[src/rtl/usb_rx_data_buffer.sv]
// Receive-side byte FIFO between USB_RX and the endpoint interface.
// Stores decoded payload bytes, pops them in order on request, and flags overrun/underrun.
module usb_rx_data_buffer #(
  parameter int DEPTH = 64,
  parameter int WIDTH = 8,
  parameter int CNT_W = 7
) (
  input  logic             clk,
  input  logic             rst,
  input  logic             Store_RX_Packet_Data,
  input  logic [WIDTH-1:0] RX_Packet_Data,
  input  logic             flush,
  input  logic             Get_RX_Data,
  output logic [WIDTH-1:0] RX_Data,
  output logic             RX_Data_Valid,
  output logic [CNT_W-1:0] Buffer_Occupancy,
  output logic             Buffer_Empty,
  output logic             Buffer_Full,
  output logic             Overrun,
  output logic             Underrun
);

  localparam int AW = $clog2(DEPTH);

  logic [WIDTH-1:0] mem [DEPTH];
  logic [AW-1:0]    wptr;
  logic [AW-1:0]    rptr;
  logic [CNT_W-1:0] occ;
  logic             is_empty;
  logic             is_full;
  logic             rd_ok;
  logic             wr_ok;
  logic             wr_blocked;
  logic             rd_blocked;

  assign is_empty = (occ == '0);
  assign is_full  = (occ == CNT_W'(DEPTH));

  // A read issued while full frees a slot, so the same-cycle write may proceed.
  assign rd_ok      = Get_RX_Data && !flush && !is_empty;
  assign wr_ok      = Store_RX_Packet_Data && !flush && (!is_full || rd_ok);
  assign wr_blocked = Store_RX_Packet_Data && !flush && !wr_ok;
  assign rd_blocked = Get_RX_Data && !flush && is_empty;

  always_ff @(posedge clk) begin
    if (!rst && wr_ok) begin
      mem[wptr] <= RX_Packet_Data;
    end
  end

  always_ff @(posedge clk) begin
    if (rst) begin
      wptr <= '0;
      rptr <= '0;
      occ  <= '0;
    end else if (flush) begin
      wptr <= '0;
      rptr <= '0;
      occ  <= '0;
    end else begin
      if (wr_ok) begin
        wptr <= wptr + 1'b1;
      end
      if (rd_ok) begin
        rptr <= rptr + 1'b1;
      end
      case ({wr_ok, rd_ok})
        2'b10:   occ <= occ + 1'b1;
        2'b01:   occ <= occ - 1'b1;
        default: occ <= occ;
      endcase
    end
  end

  always_ff @(posedge clk) begin
    if (rst) begin
      RX_Data       <= '0;
      RX_Data_Valid <= 1'b0;
    end else begin
      RX_Data_Valid <= rd_ok;
      if (rd_ok) begin
        RX_Data <= mem[rptr];
      end
    end
  end

  // Status flags are sticky until reset or a receiver flush.
  always_ff @(posedge clk) begin
    if (rst || flush) begin
      Overrun  <= 1'b0;
      Underrun <= 1'b0;
    end else begin
      if (wr_blocked) begin
        Overrun <= 1'b1;
      end
      if (rd_blocked) begin
        Underrun <= 1'b1;
      end
    end
  end

  assign Buffer_Occupancy = occ;
  assign Buffer_Empty     = is_empty;
  assign Buffer_Full      = is_full;

endmodule

[config.mk]
export PLATFORM = sky130hd
export DESIGN_NAME = usb_rx_data_buffer
export DESIGN_NICKNAME = d
export VERILOG_FILES = /design/src/rtl/usb_rx_data_buffer.sv
export SDC_FILE = /design/constraint.sdc
export NUM_CORES = 1
export LEC_CHECK = 0
export BUFFER_PORTS_ARGS = -buffer_cell sky130_fd_sc_hd__clkbuf_2
export CAP_MARGIN = 0
export CORE_UTILIZATION = 67
export DETAILED_ROUTE_END_ITERATION = 10
export GPL_ROUTABILITY_DRIVEN = 0
export PLACE_DENSITY = 0.84
export SLEW_MARGIN = 10
export SYNTH_ARGS = -nofsm -noshare
export SYNTH_HDL_FRONTEND = slang
export SYNTH_SLANG_ARGS = --single-unit
[constraint.sdc]
create_clock -name clk -period 5.2 [get_ports clk]
set_clock_uncertainty 0.05 [all_clocks]
set_input_delay 1.04 -clock clk [delete_from_list [all_inputs] [get_ports clk]]
set_output_delay 1.04 -clock clk [all_outputs]
set_load 0.01 [all_outputs]
==> Word-level counts from Yosys, hierarchy flattened <==
Memory sizes are Yosys's and may differ from the RTL's. A register that Yosys moved wholly into a read port is not among the register bits.
Cells that the tools add are included.
{ "classes": {"eq_ne": 3, "n_reduce_logical": 17, "n_lt_le_gt_ge": 0, "div_mod_pow": 0, "shifts": 0, "addsub": 4, "n_mux": 3, "bitwise_logic": 0, "multipliers": 0} }
{ "ops": {"columns": ["cell", "n"], "rows": [
  ["7-bit one-hot mux with 2 select lines", 1],
  ["6-bit by 1-bit adder with 6-bit output, second input constant", 2],
  ["7-bit by 1-bit adder with 7-bit output, second input constant", 1],
  ["7-bit == test, second input constant", 1],
  ["1-bit logical AND", 7],
  ["7-bit zero test", 1],
  ["7-bit by 1-bit subtractor with 7-bit output, second input constant", 1],
  ["1-bit zero test", 5],
  ["2-bit by 1-bit == test with 1-bit output, second input constant", 1],
  ["2-bit == test, second input constant", 1],
  ["1-bit logical OR", 2],
  ["1-bit two-way mux", 2],
  ["2-bit nonzero test", 1],
  ["2-bit OR reduction", 1]
]} }
{ "word_totals": {"n_memories": 1, "latch_bits": 0, "ff_bits": 22, "out_inout_bits": 20, "mem_bits_ro": 0, "ram_bits": 512} }
{ "memory_table": {"columns": ["memory", "depth", "word_bits", "rd", "rd_ports_with_merged_regs", "wr", "line", "rtl"], "rows": [
  ["mem", 64, 8, 1, 1, 1, "25", "logic [WIDTH-1:0] mem [DEPTH];"]
]} }

==> Longest topological paths before layout <==
{ "logic_depth": {"word_depth": 8, "ltp_mapped": 11, "depth_no_buf": 11} }

==> Worst setup path after synthesis <==
OpenSTA, ideal clock, no wires.
{ "synth_path": {"path_kind": "input -> register", "startpoint": "input Get_RX_Data", "endpoint": "register occ[5] (netlist: Buffer_Occupancy[5])", "required_time_ns": 5.018, "arrival_ns": 2.941, "cell_stages": 11, "path_slack_ns": 2.077, "path_buffers": 0, "cell_sequence": "inv_1 > a311oi_4 > nand2b_1 > inv_2 > ha_1 > a21o_1 > a21oi_1 > nor2b_1 > mux2_2 > o21ai_0 > a21oi_1"} }
{ "synth_via": {"elab_chain_len": 6, "word_cells_on_any_way": 8, "classes_between": "2 x eq/ne; 1 x mux; 5 x reduce/logical"} }
{ "synth_lines": {"columns": ["item", "line", "rtl"], "rows": [
  ["from (decl)", "13", "input logic Get_RX_Data,"],
  ["1-bit logical AND * (2 in a row)", "40", "assign rd_ok = Get_RX_Data && !flush && !is_empty;"],
  ["1-bit logical OR", "41", "assign wr_ok = Store_RX_Packet_Data && !flush && (!is_full || rd_ok);"],
  ["1-bit logical AND", "41", null],
  ["2-bit by 1-bit == test with 1-bit output or 2-bit == test (tied branches)", "67", "case ({wr_ok, rd_ok})"],
  ["7-bit one-hot mux with 2 select lines or 2-bit nonzero test (tied branches)", null, null],
  ["to (signal assigned)", "68", "2'b10: occ <= occ + 1'b1;"],
  ["to (signal assigned)", "69", "2'b01: occ <= occ - 1'b1;"],
  ["to (decl)", "28", "logic [CNT_W-1:0] occ;"]
]} }
Mark *: on every way between the ends. The rest lies on a longest branch, timed or not.
A chain may end at the register's enable or synchronous reset.

==> Worst setup path in the final report <==
{ "layout_path": {"startpoint": "input flush", "endpoint": "memory mem[23][0], enable pin"} }
{ "layout_via": {"elab_chain_len": 8, "word_cells_on_any_way": 9, "classes_between": "2 x mux; 7 x reduce/logical"} }
{ "layout_lines": {"columns": ["item", "line", "rtl"], "rows": [
  ["from (decl)", "12", "input logic flush,"],
  ["1-bit zero test *", "40, 41", null],
  ["1-bit logical AND (2 in a row)", "40", null],
  ["1-bit logical OR", "41", null],
  ["1-bit logical AND *", "41", null],
  ["1-bit logical AND *", "46", "if (!rst && wr_ok) begin"],
  ["1-bit two-way mux *", "46", null],
  ["1-bit two-way mux (not written as such) *", "47", "mem[wptr] <= RX_Packet_Data;"],
  ["to (decl)", "25", null]
]} }
Marked as above.

==> metrics.txt <==
peak clock frequency supported by timing=284 MHz; half-perimeter wire length after placement=28600 um; power per cell area=~360 nW/um^2; accumulated negative setup slack=0 ns; post-CTS setup buffer count=0; WP buf/inv=1; first-pass GRT wire length=72400 um; clock latency of the later-clocked register in the worst-skew pair=0.56 ns; post-synthesis async set-or-reset flop share=0%; DRT iter0 DRCs=1632; Synth warnings=0; via total after detailed routing=~11000; area growth from synthesis to final layout=9.65%; Critical Setup Path Class=in -> reg; Internal Dissipation=0.00683 W; Core Rows=65; H-tree level count=2; endpoint with the worst hold slack=Underrun$_SDFFE_PP0P_; Detailed Route WL=48700 um; average instance area after synthesis=19.5 sq um; quantity of I/O buffers inserted on ports=32; minimum setup slack among reg-to-reg paths=1.89 ns; register share of total power=55.8%; combined area of all synthesized cells=approximately 21000 sq um; number of distinct library cells after synthesis=55; total clock buffers created by CTS=51; CTS tree=yes; top cell family by delay on the critical path=simple AND/OR/NAND/NOR gates; worst path cell trace=clkbuf_2 -> nand2b_1 -> a41oi_2 -> and2_0 -> nand4b_1 -> nor2_1; number of synthesized register bits=542; total cell area at the placement stage=21900 sq um; min cycle time layout=3.52 ns; net total in the final layout=~1200; total core area=31600 sq um; vias in the first global route=11000; number of I/O pins=33; overflow left after global routing=0; switching power summed over all nets=0.00174 W; Worst-Margin Slew=1.03 ns; final hold violations=0; most area-hungry cell type in the Yosys netlist=edfxtp_1; highest fanout seen on the critical path=8; kind of start point of the critical path=input port; largest net degree at the start of global routing=65; largest buffer count on any clock path=3; synth cell count leaders=edfxtp_1, mux4_2, nor2_1; number of cell instances on the worst register-to-register path=5; worst path required time=5.33 ns; portion of total power attributed to combinational logic=1.8%; Post-Syn Instances=1104; fraction of final layout cells sized beyond drive strength 1=between 20 and 25%; run status=completed; number of antenna repair diodes=0; leading cell type by number of instances after synthesis=edfxtp_1; proportion of power drawn by the clock network=between 40% and 50%; Worst R2R Start=Buffer_Occupancy[1]$_SDFFE_PP0P_; data arrival time at the worst-slack endpoint=3.66 ns; global-route total usage across every layer=30.8%; buffer cell driving the clock tree root=clkbuf_16; pins over their slew limit=0; max cap viols=0; unrepaired setup endpoints after global routing=no; primary flip-flop cell chosen by synthesis mapping=edfxtp_1; width of the die=181 um; effective utilization at floorplan=68.1%; fraction of power spent switching nets=20.3%; ratio of final minimum period to clock period=67.7%; first-pass iteration count of the detailed router=6; Lkg Pwr=7.23 nW; Hold Path Class=reg -> reg; Post-synth EDFFs=512; number of sinks on the clock net=between 500 and 600; Post-DRT Antenna Nets=0; relative max-transition margin=31.3%; DR vias/cell=6.95; register area share after synthesis=74.4%; Mapped Nets=1125; vertical die dimension=181 um; WL/cell=30.6 um; number of antenna violations at the first check in global routing=0; reg2reg end=mem[23][0]$_DFFE_PP_; die footprint=32800 sq um; Critical Path Sink Type=flip-flop; CTS-repair resized insts=0; maximum cell stage delay along the critical path=around 0.86 ns; cts-stage hold buffer count=0; Worst Min Path Start=Underrun$_SDFFE_PP0P_; post-detailed-route DRC marker count=0; clock-pin slew reported for the worst setup and hold paths after clock tree synthesis=0.06 ns; finished layout cell area=about 24000 sq um; Worst IR Drop VDD=0.344 mV; Synth area leaders=edfxtp_1, mux4_2, mux2i_1; crit path max-delay cell type=nor2_1; area share of the largest cell type after synthesis=71.6%; Fin Hold WS=around 0.43 ns; instance count along the most critical hold path=2; count of final setup violators=0
layout make-up:
cell class | instances | area, sq um
timing repair buffer | 51 | 315
inverter | 8 | 30.0
sequential | 542 | 16000
clock buffer | 56 | 1340
multi-input combinational | 492 | 5080
tap | 402 | 503
clock inverter | 39 | 300
fill | 1689 | 8000
per-stage QoR:
| stage | total power (W) | cells | util (%) | setup slack (ns) |
|---|---|---|---|---|
| after CTS | 0.00858 | 1590 | 74.6 | 1.81 |
| final | 0.00856 | 1590 | 74.6 | 1.68 |
| after floorplan | 0.00493 | 1104 | - | 2.08 |
| after global routing | 0.00875 | 1590 | 74.6 | 1.62 |
| after global placement | 0.00503 | 1495 | 69.4 | 1.34 |
| after detailed placement | 0.00503 | 1495 | 69.4 | 1.21 |
cell families (layout without fill, tap and decap cells):
logic type / after synthesis / after routing / share of synthesized area [%]
DFF: 542 / 542 / 74.4
buffers and inverters: 70 / 154 / 1.98
and+or+nand+nor: 168 / 168 / 3.66
xor gates and xnor gates: 13 / 13 / 0.530
AOI/OAI and AO/OA: 114 / 114 / 3.98
adders and majority gates: 8 / 8 / 0.501
muxes: 189 / 189 / 15.0
cell usage in the layout, fill, tap and decap left out, types with 6 or more instances in the layout:
cell	instances
a211o_1	8
a211oi_1	9
a21boi_0	7
a21o_1	9
a21oi_1	7
a22oi_1	16
a32oi_1	7
buf_2	8
buf_4	18
clkbuf_16	53
clkbuf_2	24
clkinv_2	18
clkinvlp_4	10
dfxtp_1	27
edfxtp_1	512
ha_1	7
inv_1	7
mux2_2	17
mux2i_1	70
mux4_1	7
mux4_2	95
nand2_1	21
nand3_1	10
nor2_1	92
nor2b_1	9
o21ai_0	6
o221ai_1	8
o22ai_1	23
o31ai_1	7
xor2_1	8
power by group through the flow:
stage	sequential, W	combinational (W)	clock (W)
2_1_floorplan	0.00487	0.0000565	0
3_3_place_gp	0.00487	0.000153	0
3_5_place_dp	0.00487	0.000157	0
4_1_cts	0.00478	0.000158	0.00365
5_1_grt	0.00478	0.000167	0.00380
6_report	0.00478	0.000158	0.00363
worst max path at each step:
stage,start,end,cells past startpoint
floorplan,Get_RX_Data,Buffer_Occupancy[5]$_SDFFE_PP0P_,11
CTS,flush,mem[37][0]$_DFFE_PP_,6
global placement,flush,mem[45][1]$_DFFE_PP_,6
finish,flush,mem[23][0]$_DFFE_PP_,6
global route,flush,mem[30][6]$_DFFE_PP_,6
detailed placement,flush,mem[45][1]$_DFFE_PP_,6
worst register-to-register path, stage by stage (launching register included):
cell and delay [ns]:
dfxtp_1 0.44, nor4_4 0.10, a41oi_2 0.41, and2_0 0.32
nand4b_1 0.75, nor2_1 0.86
state kept, by name, indices dropped and copies added (netlist names):
name / count
Buffer_Occupancy: 7
Overrun: 1
RX_Data: 8
RX_Data_Valid: 1
Underrun: 1
mem: 512
rptr: 6
wptr: 6
metal layers:
| layer | share of wire, % | track usage (%) | vias up | routed length (um) |
|---|---|---|---|---|
| met5 | 0 | 0 | - | 0 |
| met4 | 4.1 | 12.0 | 0 | 2010 |
| met3 | 11 | 5.58 | 125 | 5250 |
| met2 | 47 | 46.9 | 790 | 22900 |
| met1 | 38 | 45.4 | 5557 | 18600 |
| li1 | - | - | 4585 | - |
No activity file was read; power rests on OpenSTA's default activity.
